--- src/rtl/pcm_mm_rr_sched_if.sv ---
// Bundle of the requester-side handshake and the pcm_mem_mm Avalon-MM port
// for pcm_mm_rr_sched. The scheduler takes the slave view; the requesters and
// the memory take the master view.
//
// Handshake: a requester raises req_valid[p] with req_write/req_addr/req_wdata
// and holds all of them stable until it sees req_ready[p] high for one cycle;
// valid may not be withdrawn before that. A read is answered later by a single
// rsp_valid[p] cycle with the data on the shared rsp_rdata.
interface pcm_mm_rr_sched_if #(
  parameter int ADDR_W = 20,
  parameter int DATA_W = 16
);
  logic                  init;
  logic [3:0]            req_valid;
  logic [3:0]            req_write;
  logic [4*ADDR_W-1:0]   req_addr;
  logic [4*DATA_W-1:0]   req_wdata;
  logic [3:0]            req_ready;
  logic [3:0]            rsp_valid;
  logic [DATA_W-1:0]     rsp_rdata;
  logic                  clear_busy;
  logic [ADDR_W-1:0]     pcm_mem_mm_address;
  logic                  pcm_mem_mm_chipselect;
  logic                  pcm_mem_mm_clken;
  logic                  pcm_mem_mm_write;
  logic [DATA_W-1:0]     pcm_mem_mm_readdata;
  logic [DATA_W-1:0]     pcm_mem_mm_writedata;
  logic [1:0]            pcm_mem_mm_byteenable;

  modport master (
    output init, req_valid, req_write, req_addr, req_wdata, pcm_mem_mm_readdata,
    input  req_ready, rsp_valid, rsp_rdata, clear_busy,
    input  pcm_mem_mm_address, pcm_mem_mm_chipselect, pcm_mem_mm_clken,
    input  pcm_mem_mm_write, pcm_mem_mm_writedata, pcm_mem_mm_byteenable
  );

  modport slave (
    input  init, req_valid, req_write, req_addr, req_wdata, pcm_mem_mm_readdata,
    output req_ready, rsp_valid, rsp_rdata, clear_busy,
    output pcm_mem_mm_address, pcm_mem_mm_chipselect, pcm_mem_mm_clken,
    output pcm_mem_mm_write, pcm_mem_mm_writedata, pcm_mem_mm_byteenable
  );
endinterface

--- src/rtl/pcm_mm_rr_sched.sv ---
// Round-robin scheduler sharing the single pcm_mem_mm Avalon-MM slave between
// four requesters, one transaction in flight at a time, fixed read latency.
// Optional init-triggered zero sweep of addresses 0..CLEAR_WORDS-1 is built
// only when the macro PCM_MM_CLEAR_EN is defined.
// o_dbg_state exposes the FSM state (0 IDLE, 1 ISSUE, 2 WAIT_RD, 3 RESP, 4 CLEAR).
module pcm_mm_rr_sched #(
  parameter int ADDR_W       = 20,
  parameter int DATA_W       = 16,
  parameter int READ_LATENCY = 2,
  parameter int CLEAR_WORDS  = 1024
) (
  input  logic             clk,
  input  logic             reset,
  pcm_mm_rr_sched_if.slave bus,
  output logic [2:0]       o_dbg_state
);

`ifdef PCM_MM_CLEAR_EN
  typedef enum logic [2:0] {
    S_IDLE = 3'd0, S_ISSUE = 3'd1, S_WAIT_RD = 3'd2, S_RESP = 3'd3, S_CLEAR = 3'd4
  } state_t;
`else
  typedef enum logic [2:0] {
    S_IDLE = 3'd0, S_ISSUE = 3'd1, S_WAIT_RD = 3'd2, S_RESP = 3'd3
  } state_t;
`endif

  localparam logic [2:0]        LP_LAT_LAST = 3'(READ_LATENCY - 1);
  localparam logic [ADDR_W-1:0] LP_CLR_LAST = ADDR_W'(CLEAR_WORDS - 1);

  state_t              r_state, w_state_nxt;
  logic [1:0]          r_last, w_last_nxt;
  logic [1:0]          r_gnt, w_gnt_nxt;
  logic [2:0]          r_lat_cnt, w_lat_nxt;
  logic [ADDR_W-1:0]   r_addr, w_addr_nxt;
  logic [DATA_W-1:0]   r_wdata, w_wdata_nxt;
  logic                r_write, w_write_nxt;
  logic                r_cs, w_cs_nxt;
  logic [3:0]          r_ready, w_ready_nxt;
  logic [3:0]          r_rsp_valid, w_rsp_nxt;
  logic [DATA_W-1:0]   r_rdata, w_rdata_nxt;
`ifdef PCM_MM_CLEAR_EN
  logic                r_clear_pend, w_pend_nxt;
  logic                r_clear_busy, w_busy_nxt;
`else
  logic                w_unused_cfg;
  assign w_unused_cfg = bus.init | (|LP_CLR_LAST);
`endif

  // Round-robin pick: first valid port after the last grant, wrapping to it.
  logic [1:0] w_p1, w_p2, w_p3, w_pick;
  assign w_p1 = r_last + 2'd1;
  assign w_p2 = r_last + 2'd2;
  assign w_p3 = r_last + 2'd3;

  // Priority search last+1, last+2, last+3, last.
  always_comb begin
    w_pick = r_last;
    if (bus.req_valid[w_p1])      w_pick = w_p1;
    else if (bus.req_valid[w_p2]) w_pick = w_p2;
    else if (bus.req_valid[w_p3]) w_pick = w_p3;
  end

  // Next-state and next values of every registered output.
  always_comb begin
    w_state_nxt = r_state;
    w_last_nxt  = r_last;
    w_gnt_nxt   = r_gnt;
    w_lat_nxt   = r_lat_cnt;
    w_addr_nxt  = r_addr;
    w_wdata_nxt = r_wdata;
    w_write_nxt = r_write;
    w_cs_nxt    = r_cs;
    w_ready_nxt = 4'b0000;
    w_rsp_nxt   = 4'b0000;
    w_rdata_nxt = r_rdata;
`ifdef PCM_MM_CLEAR_EN
    w_pend_nxt  = r_clear_pend;
    w_busy_nxt  = r_clear_busy;
    if (bus.init && (r_state != S_CLEAR)) w_pend_nxt = 1'b1;
`endif
    case (r_state)
      S_IDLE: begin
`ifdef PCM_MM_CLEAR_EN
        if (r_clear_pend || bus.init) begin
          w_state_nxt = S_CLEAR;
          w_cs_nxt    = 1'b1;
          w_write_nxt = 1'b1;
          w_addr_nxt  = '0;
          w_wdata_nxt = '0;
          w_busy_nxt  = 1'b1;
        end else
`endif
        if (|bus.req_valid) begin
          w_state_nxt = S_ISSUE;
          w_last_nxt  = w_pick;
          w_gnt_nxt   = w_pick;
          w_addr_nxt  = bus.req_addr[w_pick*ADDR_W +: ADDR_W];
          w_wdata_nxt = bus.req_wdata[w_pick*DATA_W +: DATA_W];
          w_write_nxt = bus.req_write[w_pick];
          w_cs_nxt    = 1'b1;
          w_ready_nxt = 4'b0001 << w_pick;
        end
      end
      S_ISSUE: begin
        w_cs_nxt    = 1'b0;
        w_write_nxt = 1'b0;
        w_lat_nxt   = LP_LAT_LAST;
        w_state_nxt = r_write ? S_IDLE : S_WAIT_RD;
      end
      S_WAIT_RD: begin
        if (r_lat_cnt == 3'd0) begin
          w_rdata_nxt = bus.pcm_mem_mm_readdata;
          w_rsp_nxt   = 4'b0001 << r_gnt;
          w_state_nxt = S_RESP;
        end else begin
          w_lat_nxt = r_lat_cnt - 3'd1;
        end
      end
      S_RESP: begin
        w_state_nxt = S_IDLE;
      end
`ifdef PCM_MM_CLEAR_EN
      S_CLEAR: begin
        if (r_addr == LP_CLR_LAST) begin
          w_cs_nxt    = 1'b0;
          w_write_nxt = 1'b0;
          w_busy_nxt  = 1'b0;
          w_pend_nxt  = 1'b0;
          w_state_nxt = S_IDLE;
        end else begin
          w_addr_nxt = r_addr + ADDR_W'(1);
        end
      end
`endif
      default: w_state_nxt = S_IDLE;
    endcase
  end

  // State and output registers; reset abandons any in-flight read.
  always_ff @(posedge clk) begin
    if (reset) begin
      r_state      <= S_IDLE;
      r_last       <= 2'd3;
      r_gnt        <= 2'd0;
      r_lat_cnt    <= 3'd0;
      r_addr       <= '0;
      r_wdata      <= '0;
      r_write      <= 1'b0;
      r_cs         <= 1'b0;
      r_ready      <= 4'b0000;
      r_rsp_valid  <= 4'b0000;
      r_rdata      <= '0;
`ifdef PCM_MM_CLEAR_EN
      r_clear_pend <= 1'b0;
      r_clear_busy <= 1'b0;
`endif
    end else begin
      r_state      <= w_state_nxt;
      r_last       <= w_last_nxt;
      r_gnt        <= w_gnt_nxt;
      r_lat_cnt    <= w_lat_nxt;
      r_addr       <= w_addr_nxt;
      r_wdata      <= w_wdata_nxt;
      r_write      <= w_write_nxt;
      r_cs         <= w_cs_nxt;
      r_ready      <= w_ready_nxt;
      r_rsp_valid  <= w_rsp_nxt;
      r_rdata      <= w_rdata_nxt;
`ifdef PCM_MM_CLEAR_EN
      r_clear_pend <= w_pend_nxt;
      r_clear_busy <= w_busy_nxt;
`endif
    end
  end

  assign bus.req_ready             = r_ready;
  assign bus.rsp_valid             = r_rsp_valid;
  assign bus.rsp_rdata             = r_rdata;
`ifdef PCM_MM_CLEAR_EN
  assign bus.clear_busy            = r_clear_busy;
`else
  assign bus.clear_busy            = 1'b0;
`endif
  assign bus.pcm_mem_mm_address    = r_addr;
  assign bus.pcm_mem_mm_chipselect = r_cs;
  assign bus.pcm_mem_mm_clken      = 1'b1;
  assign bus.pcm_mem_mm_write      = r_write;
  assign bus.pcm_mem_mm_writedata  = r_wdata;
  assign bus.pcm_mem_mm_byteenable = 2'b11;
  assign o_dbg_state               = r_state;

endmodule

--- src/flat_wrapper.sv ---
// flat-port wrapper written by rule: the top's interface ports become plain ports
module pcm_mm_rr_sched_flat 
#(
  parameter int ADDR_W       = 20,
  parameter int DATA_W       = 16,
  parameter int READ_LATENCY = 2,
  parameter int CLEAR_WORDS  = 1024
)
  (clk, reset, o_dbg_state, bus_init, bus_req_valid, bus_req_write, bus_req_addr, bus_req_wdata, bus_pcm_mem_mm_readdata, bus_req_ready, bus_rsp_valid, bus_rsp_rdata, bus_clear_busy, bus_pcm_mem_mm_address, bus_pcm_mem_mm_chipselect, bus_pcm_mem_mm_clken, bus_pcm_mem_mm_write, bus_pcm_mem_mm_writedata, bus_pcm_mem_mm_byteenable);
  pcm_mm_rr_sched_if #(.ADDR_W(ADDR_W), .DATA_W(DATA_W)) bus_i ();
  input  logic clk;
  input  logic reset;
  output logic [2:0] o_dbg_state;
  input wire logic [$bits(bus_i.init)-1:0] bus_init;
  input wire logic [$bits(bus_i.req_valid)-1:0] bus_req_valid;
  input wire logic [$bits(bus_i.req_write)-1:0] bus_req_write;
  input wire logic [$bits(bus_i.req_addr)-1:0] bus_req_addr;
  input wire logic [$bits(bus_i.req_wdata)-1:0] bus_req_wdata;
  input wire logic [$bits(bus_i.pcm_mem_mm_readdata)-1:0] bus_pcm_mem_mm_readdata;
  output wire logic [$bits(bus_i.req_ready)-1:0] bus_req_ready;
  output wire logic [$bits(bus_i.rsp_valid)-1:0] bus_rsp_valid;
  output wire logic [$bits(bus_i.rsp_rdata)-1:0] bus_rsp_rdata;
  output wire logic [$bits(bus_i.clear_busy)-1:0] bus_clear_busy;
  output wire logic [$bits(bus_i.pcm_mem_mm_address)-1:0] bus_pcm_mem_mm_address;
  output wire logic [$bits(bus_i.pcm_mem_mm_chipselect)-1:0] bus_pcm_mem_mm_chipselect;
  output wire logic [$bits(bus_i.pcm_mem_mm_clken)-1:0] bus_pcm_mem_mm_clken;
  output wire logic [$bits(bus_i.pcm_mem_mm_write)-1:0] bus_pcm_mem_mm_write;
  output wire logic [$bits(bus_i.pcm_mem_mm_writedata)-1:0] bus_pcm_mem_mm_writedata;
  output wire logic [$bits(bus_i.pcm_mem_mm_byteenable)-1:0] bus_pcm_mem_mm_byteenable;
  assign bus_i.init = bus_init;
  assign bus_i.req_valid = bus_req_valid;
  assign bus_i.req_write = bus_req_write;
  assign bus_i.req_addr = bus_req_addr;
  assign bus_i.req_wdata = bus_req_wdata;
  assign bus_i.pcm_mem_mm_readdata = bus_pcm_mem_mm_readdata;
  assign bus_req_ready = bus_i.req_ready;
  assign bus_rsp_valid = bus_i.rsp_valid;
  assign bus_rsp_rdata = bus_i.rsp_rdata;
  assign bus_clear_busy = bus_i.clear_busy;
  assign bus_pcm_mem_mm_address = bus_i.pcm_mem_mm_address;
  assign bus_pcm_mem_mm_chipselect = bus_i.pcm_mem_mm_chipselect;
  assign bus_pcm_mem_mm_clken = bus_i.pcm_mem_mm_clken;
  assign bus_pcm_mem_mm_write = bus_i.pcm_mem_mm_write;
  assign bus_pcm_mem_mm_writedata = bus_i.pcm_mem_mm_writedata;
  assign bus_pcm_mem_mm_byteenable = bus_i.pcm_mem_mm_byteenable;
  pcm_mm_rr_sched #(.ADDR_W(ADDR_W), .DATA_W(DATA_W), .READ_LATENCY(READ_LATENCY), .CLEAR_WORDS(CLEAR_WORDS)) u_core (.clk(clk), .reset(reset), .bus(bus_i), .o_dbg_state(o_dbg_state));
endmodule
--- config.mk ---
export PLATFORM = sky130hd
export DESIGN_NAME = pcm_mm_rr_sched_flat
export DESIGN_NICKNAME = d
export VERILOG_FILES = /design/src/rtl/pcm_mm_rr_sched_if.sv /design/src/rtl/pcm_mm_rr_sched.sv /design/src/flat_wrapper.sv
export SDC_FILE = /design/constraint.sdc
export NUM_CORES = 1
export LEC_CHECK = 0
export CORE_MARGIN = 8
export CORE_UTILIZATION = 37
export CTS_CLUSTER_DIAMETER = 200
export DETAILED_ROUTE_END_ITERATION = 16
export GPL_TIMING_DRIVEN = 0
export PLACE_DENSITY = 0.86
export SLEW_MARGIN = 0
export SYNTH_ARGS = -nofsm -noshare
export SYNTH_HDL_FRONTEND = slang
export SYNTH_SLANG_ARGS = --single-unit
export TNS_END_PERCENT = 100
--- constraint.sdc ---
create_clock -name clk -period 2.2 [get_ports clk]
set_input_delay 0.44 -clock clk [delete_from_list [all_inputs] [get_ports clk]]
set_output_delay 0.44 -clock clk [all_outputs]
set_load 0.02 [all_outputs]
==> results.md, run 1 <==
- Post-synth top area share: 38.2%
- Share of layout cells above drive strength 1: 12.2%
- Global-route usage over all layers: 22.6%
- Setup CP Type: reg2reg
- Clk buf depth: 2
- Pint: 0.00314 W
- Crit-path cells: buf_2 -> mux2i_2 -> nor2_2 -> or3_1 -> buf_2 -> clkbuf_4 -> a211oi_1 -> a211oi_1
- Num Clock Sinks: 71
- RSZ-0062 raised after global routing: false
- Starting DRT DRC Count: 218
- Fillcell total: 799
- Post-synthesis cell area: roughly 0.0037 mm2
- DRT Pass-1 Iters: 4
- Signal arrival time at the worst endpoint: roughly 2.3 ns
- Sw Share: 34.8%
- Area grow syn2layout: 77.1%
- Status: finished, final reports clean
- Ys Warns: 0
- Fin. Hold Viols: 0
- Yosys top cell by area: dfxtp_1
- FMAX: roughly 490 MHz
- Fin crit period: 2.04 ns
- Diodes inserted: 0
- MaxCap Viol Count: 0
- R2R Path End: u_core.bus.pcm_mem_mm_writedata[13]$_SDFFE_PP0N_
- Post-synthesis cell type count: 39
- Post-DR vias/cell: 5.20
- WL/cell: a little over 20 um
- FF-to-FF Start: u_core.r_last[1]$_SDFFE_PP1N_
- Worst skew pair latency: 0.36 ns
- Slew Limit Headroom: a little under two thirds
- Die area: 0.0135 mm2
- Worst Setup Start Kind: register
- Congestion Overflow GR: 0
- VDD IR max: 0.377 mV
- TritonCTS clock tree: built
- Comb pwr share: around 42%
- Cells after DPL: around 770
- Reg2Reg Depth: 8
- Gpl congestion: 0.885
- Post-CTS Hold Fix Bufs: 0
- Die width: 116 um
- Hold crit path type: reg2reg
- Non-Filler Instances: 790
- Final worst path period share: 93.0%
- Port Buffer Count: 232
- Final nets: 825
- Root buf cell: clkbuf_8
- # rows: 36
- Reg2reg setup slack: approximately 0.16 ns
- Worst-Margin Slew: ~0.54 ns
- Flop pwr share: around a third
- Pin count of the biggest net entering global routing: 14
- CP required: 2.43 ns
- CP max stage cell: or3_1
- Vias in the first global route: between 4000 and 5000
- Clock slew at reported path FFs: 0.09 ns
- Chip Height: 116 um
- P_leak: 2.52 nW
- CORE AREA: between 0.009 and 0.01 mm2
- Synth top area cells: dfxtp_1 (38%), mux2i_1 (16%), o221ai_2 (7.3%), a211oi_1 (5.7%), nand2_1 (4.0%)
- DRC Markers: 0
- Register bit count reported by yosys: 71
- Slowest stage delay, CP: 0.34 ns
- Mapped Cells: 400
- Critical path endpoint category: register
- Initial core utilization: 38.0%
- Initial antenna violation count: 0
- Syn avg cell area: between 9 and 10 um2
- Setup crit end: u_core.bus.pcm_mem_mm_writedata[13]$_SDFFE_PP0N_
- First-pass GRT wire length: about 24000 um
- Htree depth: 3
- DRT Wirelength: around 16000 um
- Critical path origin: u_core.r_last[1]$_SDFFE_PP1N_
- Antenna-violating nets left: 0
- Multi-input gate area: 0.00211 mm2
- Hpwl dp: 12700 um
- Via count: 4106
- Setup TNS: 0 ns
- Worst-path maximum fanout: 10
- Seq/Total Area, Yosys: approximately two fifths
- PD cells: 733 mW/mm2
- Final slew viol count: 0
- Clk pwr share: 24.4%
- NetSw: about 0.0017 W
- CTS buffer count: 9
- FF/Latch Area: 0.00142 mm2
- Skew final: 0.0108 ns
- Setup-failing EPs final: 0
- Top Ports: 240
==> through the flow <==
| stage | area [um2] | worst slack, ns | util, % | hold slack (ns) | total power, W |
|---|---|---|---|---|---|
| after global routing | 6580 | 0.0113 | 67.4 | 0.483 | 0.00506 |
| after detailed placement | 6220 | -0.500 | 63.6 | 0.450 | 0.00359 |
| after global placement | 6220 | -0.452 | 63.6 | 0.442 | 0.00353 |
| after floorplan | 3730 | 0.357 | - | 0.431 | 0.00266 |
| after CTS | 6460 | -0.0489 | 66.1 | 0.460 | 0.00478 |
| final | 6580 | 0.155 | 67.4 | 0.459 | 0.00482 |
==> worst min-delay path by stage <==
stage | to | startpoint | cells after the start | slack [ns]
6_report | u_core.bus.rsp_rdata[8]$_SDFFE_PP0N_ | u_core.bus.rsp_rdata[8]$_SDFFE_PP0N_ | 2 | 0.46
5_1_grt | u_core.bus.rsp_rdata[6]$_SDFFE_PP0N_ | u_core.bus.rsp_rdata[6]$_SDFFE_PP0N_ | 2 | 0.48
4_1_cts | u_core.bus.rsp_rdata[8]$_SDFFE_PP0N_ | u_core.bus.rsp_rdata[8]$_SDFFE_PP0N_ | 2 | 0.46
3_5_place_dp | u_core.bus.rsp_rdata[5]$_SDFFE_PP0N_ | u_core.bus.rsp_rdata[5]$_SDFFE_PP0N_ | 2 | 0.45
3_3_place_gp | u_core.bus.rsp_rdata[9]$_SDFFE_PP0N_ | u_core.bus.rsp_rdata[9]$_SDFFE_PP0N_ | 2 | 0.44
2_1_floorplan | u_core.bus.rsp_valid[1]$_SDFF_PP0_ | u_core.r_gnt[1]$_SDFFE_PP0N_ | 1 | 0.43
==> routing by layer <==
metal	vias to the layer above	routed length [um]	global-route usage, %
met5	-	0	0
met4	0	408	9.42
met3	30	1580	8.12
met2	177	8020	39.6
met1	1923	5980	24.3
li1	1976	-	-
==> power groups by stage <==
stage | Sequential, W | Combinational (W) | Clock [W]
detailed placement | 0.00162 | 0.00197 | 0
floorplan | 0.00183 | 0.000837 | 0
finish | 0.00160 | 0.00205 | 0.00118
global placement | 0.00161 | 0.00192 | 0
CTS | 0.00160 | 0.00199 | 0.00120
global route | 0.00162 | 0.00218 | 0.00126
==> sequential cells by signal (all words and copies together) (netlist names) <==
| register | cells |
|---|---|
| u_core.bus.pcm_mem_mm_address | 20 |
| u_core.bus.pcm_mem_mm_writedata | 16 |
| u_core.bus.rsp_rdata | 16 |
| u_core.bus.req_ready | 4 |
| u_core.bus.rsp_valid | 4 |
| u_core.r_lat_cnt | 3 |
| u_core.o_dbg_state | 2 |
| u_core.r_gnt | 2 |
| u_core.r_last | 2 |
| u_core.bus.pcm_mem_mm_chipselect | 1 |
| u_core.bus.pcm_mem_mm_write | 1 |
==> cells by family after synthesis <==
logic type                 after synthesis  synth area share [%]
DFF                                     71                  38.2
and+or+nand+nor                        116                  16.0
other                                    2                 0.202
adders and majority gates                2                 0.673
AOI/OAI and AO/OA                       99                  21.4
buffers and inverters                   49                  7.07
muxes                                   61                  16.5
==> layout make-up <==
class / instances / share of cell area [%]
Buffer: 41 / 3.93
Clock buffer: 9 / 1.88
Clock inverter: 7 / 1.48
Inverter: 8 / 0.456
Multi-Input combinational cell: 283 / 32.0
Sequential cell: 71 / 21.6
Tap cell: 133 / 2.53
Timing Repair Buffer: 238 / 36.1
==> what timing repair did <==
action / in CTS / in global routing
pin swaps: 0 / 2
setup endpoints to repair: 21 / 41
setup buffers: 0 / 6
resized for setup: 6 / 22
==> worst max-delay path, delay by kind of cell (launching register included) <==
| family | cells | cell delay [ns] |
|---|---|---|
| buffers and inverters | 3 | 0.57 |
| muxes | 1 | 0.25 |
| DFF | 1 | 0.31 |
| and+or+nand+nor | 2 | 0.45 |
| AOI/OAI and AO/OA | 2 | 0.34 |
==> cell usage after synthesis, drive strengths merged <==
cell type   n
nand2b      3
nor3b       1
conb        2
or3         4
a2111oi     1
nor4        2
ha          2
dfxtp      71
nor4b      14
a211oi     28
and3        2
a21oi      22
mux2        1
a21o        1
and3b       1
a22oi       2
a221oi      1
nor3        3
o21ai      19
nand2      40
nor2b       1
mux2i      60
inv         8
nand3      23
nor2       21
o221ai     22
clkbuf     18
a31oi       2
nand3b      1
buf        23
o221a       1
==> cells in the final DEF, fill, tap and decap left out, drive strengths merged, types with 4 or more instances in the layout <==
cell / n
nor2: 21
conb: 5
o221ai: 22
nand3: 23
or3: 4
dlymetal6s2s: 4
clkbuf: 28
buf: 28
inv: 8
mux2i: 60
a21oi: 22
nor4b: 14
o21ai: 19
a211oi: 28
clkdlybuf4s50: 228
dfxtp: 71
nand2: 40
Note: power is estimated with default switching activity, not from simulation.
==> inputs of run 2 (changes only) <==
--- a/config.mk
+++ b/config.mk
@@ -5,13 +5,13 @@
 export SDC_FILE = /design/constraint.sdc
 export NUM_CORES = 1
 export LEC_CHECK = 0
+export CORE_ASPECT_RATIO = 0.75
 export CORE_MARGIN = 8
 export CORE_UTILIZATION = 37
 export CTS_CLUSTER_DIAMETER = 200
 export DETAILED_ROUTE_END_ITERATION = 16
 export GPL_TIMING_DRIVEN = 0
 export PLACE_DENSITY = 0.86
-export SLEW_MARGIN = 0
 export SYNTH_ARGS = -nofsm -noshare
 export SYNTH_HDL_FRONTEND = slang
 export SYNTH_SLANG_ARGS = --single-unit
==> run 2 against run 1 <==
  * Cell area up 1.2%
  * Utilization rose by 1.1 points
  * Wire length decreased by 1.7%
  * Sequential share of layout area decreased by 0.25 points
  * Critical path depth is the same
  * Clock-buffer cell count rose by 2
  * Sequential power is essentially flat
  * Clock skew fell by 0.0052 ns
  * Largest cell class unchanged
  * Largest power group unchanged
==> results.md, run 2 (synthesized netlist as in run 1, its figures left out) <==
- Cell mode on critical path: buf_2
- FMAX: 496 MHz (+1.5%)
- Signal arrival time at the worst endpoint: 2.21 ns (-0.06 ns)
- CP max stage cell: or3_1
- Initial antenna violation count: 1 (+1)
- Fin crit period: 2.02 ns (-0.0296 ns)
- Skew final: 0.00556 ns (-0.00521 ns)
- Htree depth: 3 (unchanged)
- Chip Height: 103 um (-12%)
- WL/cell: 20.0 um (-1.2%)
- Crit-path cells: buf_2 -> mux2i_1 -> nor2_2 -> or3_1 -> buf_2 -> buf_4 -> a211oi_2 -> a211oi_1
- Vias in the first global route: 4359 (-0.41%)
- CTS buffer count: 9 (unchanged)
- Final worst slack: 0.185 ns (+0.0296 ns)
- Final worst path period share: 91.6% (-1.3 points)
- Port Buffer Count: 232 (unchanged)
- DRT Wirelength: 15700 um (-1.7%)
- Slowest stage delay, CP: 0.34 ns (about the same)
- Area grow syn2layout: 79.2%
- Congestion Overflow GR: 0 (unchanged)
- Final slew viol count: 0 (unchanged)
- # rows: 31 (-14%)
- CP required: 2.40 ns (-0.03 ns)
- Die area: 0.0135 mm2 (+0.24%)
- Gpl congestion: 0.878 (-0.72%)
- PD cells: 770 mW/mm2 (+5.1%)
- Slew Limit Headroom: 64.3% (+0.43 points)
- WHS Path Cells: 2 (unchanged)
- DRT Pass-1 Iters: 4 (unchanged)
- Hpwl dp: 12400 um (-2.5%)
- R2R Path End: u_core.bus.pcm_mem_mm_writedata[13]$_SDFFE_PP0N_
- TritonCTS clock tree: built
- Root buf cell: clkbuf_16
- Commonest non-fill, non-tap cell in the layout: clkdlybuf4s50_1
- First-pass GRT wire length: 23800 um (+1.2%)
- Highest-count cells in the layout ignoring fill and taps: clkdlybuf4s50_1 (228), dfxtp_1 (71), mux2i_1 (55)
- Reg2reg setup slack: 0.18 ns (+0.03 ns)
- Top Ports: 240 (unchanged)
- Largest register FFs: 20 (unchanged)
- Worst-Margin Slew: 0.535 ns (-0.00650 ns)
- Setup CP Type: reg2reg
- Via count: 4123 (+0.41%)
- Post-CTS Hold Fix Bufs: 0 (unchanged)
- Critical path's top delay family: buffers and inverters
- Setup-failing EPs final: 0 (unchanged)
- Pin count of the biggest net entering global routing: 13 (-1)
- Status: finished, final reports clean
- Global-route usage over all layers: 22.2% (-0.48 points)
- MaxCap Viol Count: 0 (unchanged)
- Worst path bufs/invs: 3 (unchanged)
- Num Clock Sinks: 71 (unchanged)
- Worst Min Path Start: u_core.bus.rsp_rdata[15]$_SDFFE_PP0N_
- Worst skew pair latency: 0.32 ns (-0.04 ns)
- Hold crit path type: reg2reg
- Cells after DPL: 767 (-0.13%)
- Worst Setup Start Kind: register
- Final nets: 821 (-0.48%)
- Share of layout cells above drive strength 1: 12.4% (+0.23 points)
- VDD IR max: 0.586 mV (+56%)
- Post-DR vias/cell: 5.25 (+0.93%)
- P_leak: 2.55 nW (+1.2%)
- Hold Path End: u_core.bus.rsp_rdata[15]$_SDFFE_PP0N_
- Core Util, Final: 68.4% (+1.1 points)
- Critical path endpoint category: register
- Power, Total: 0.00513 W (+6.4%)
- Antenna-violating nets left: 0 (unchanged)
- Reg2Reg Depth: 8 (unchanged)
- Clk buf depth: 2 (unchanged)
- Non-Filler Instances: 786 (-0.51%)
- DRC Markers: 0 (unchanged)
- Setup TNS: 0 ns (unchanged)
- FF-to-FF Start: u_core.r_last[1]$_SDFFE_PP1N_
- Worst-path maximum fanout: 10 (unchanged)
- CORE AREA: 0.00974 mm2 (-0.40%)
- Fin. Hold Viols: 0 (unchanged)
- Starting DRT DRC Count: 187 (-14%)
- Clock slew at reported path FFs: 0.06 ns (-0.03 ns)
- Initial core utilization: 38.2% (+0.15 points)
- RSZ-0062 raised after global routing: false
- Die width: 132 um (+13%)
- Setup WS pre-CTS: -0.533 ns (-0.0331 ns)
## run 2: report_power, final
| group | switching (W) | internal (W) |
|---|---|---|
| clock network | 0.000553 | 0.000937 |
| registers | 0.000113 | 0.00149 |
| logic | 0.00102 | 0.00102 |
| total | 0.00169 | 0.00344 |
## run 2: metrics by stage
step	hold slack, ns	instance area (um2)
2_1_floorplan	0.431	3730
3_3_place_gp	0.443	6220
3_5_place_dp	0.447	6220
4_1_cts	0.455	6600
5_1_grt	0.480	6660
6_report	0.454	6660
## run 2: worst min-delay path, stage by stage (launching register included)
cell     delay, ns
dfxtp_1       0.31
nand2_1       0.05
a21oi_1       0.05
## run 2: cell type report
type,count,area [um2]
inverters,8,30.0
well taps,132,165
diodes,1,2.50
flip-flops and latches,71,1420
clock inverters,5,56.3
plain buffers,40,258
clock buffers,11,253
multi-input cells,283,2120
repair buffers,235,2350
fillers,774,3080
## run 2: how the worst max path moves through the flow
stage / depth (start not counted) / endpoint / slack (ns) / start
after floorplan: 7 / u_core.bus.pcm_mem_mm_writedata[11]$_SDFFE_PP0N_ / 0.36 / bus_req_valid[2]
after global placement: 8 / u_core.bus.pcm_mem_mm_writedata[3]$_SDFFE_PP0N_ / -0.52 / bus_req_valid[3]
after detailed placement: 8 / u_core.bus.pcm_mem_mm_writedata[5]$_SDFFE_PP0N_ / -0.53 / bus_req_valid[3]
after CTS: 8 / u_core.bus.pcm_mem_mm_address[15]$_SDFFE_PP0N_ / 0.004 / bus_req_valid[3]
after global routing: 8 / u_core.bus.pcm_mem_mm_writedata[14]$_SDFFE_PP0N_ / 0.08 / u_core.r_last[1]$_SDFFE_PP1N_
final: 8 / u_core.bus.pcm_mem_mm_writedata[13]$_SDFFE_PP0N_ / 0.18 / u_core.r_last[1]$_SDFFE_PP1N_
## run 2: per-layer routing
layer | GRT usage, % | vias up | share of wire [%]
met3 | 7.74 | 27 | 6.7
met1 | 24.2 | 1961 | 40
met4 | 7.56 | 0 | 2.1
met5 | 0 | - | 0
li1 | - | 1976 | -
met2 | 39.9 | 159 | 51
## run 2: repair_timing
item	4_1_cts	5_1_grt
endpoints found under the setup margin	27	38
pin swaps	1	2
resized for setup	15	19
setup buffers	2	1
==> inputs of run 3 (changes only) <==
--- a/config.mk
+++ b/config.mk
@@ -11,6 +11,7 @@
 export CTS_CLUSTER_DIAMETER = 200
 export DETAILED_ROUTE_END_ITERATION = 16
 export GPL_TIMING_DRIVEN = 0
+export HOLD_SLACK_MARGIN = 0.06
 export PLACE_DENSITY = 0.86
 export SYNTH_ARGS = -nofsm -noshare
 export SYNTH_HDL_FRONTEND = slang
==> results of run 3 <==
Final layout, timing and power as in run 2 (identical DEF).
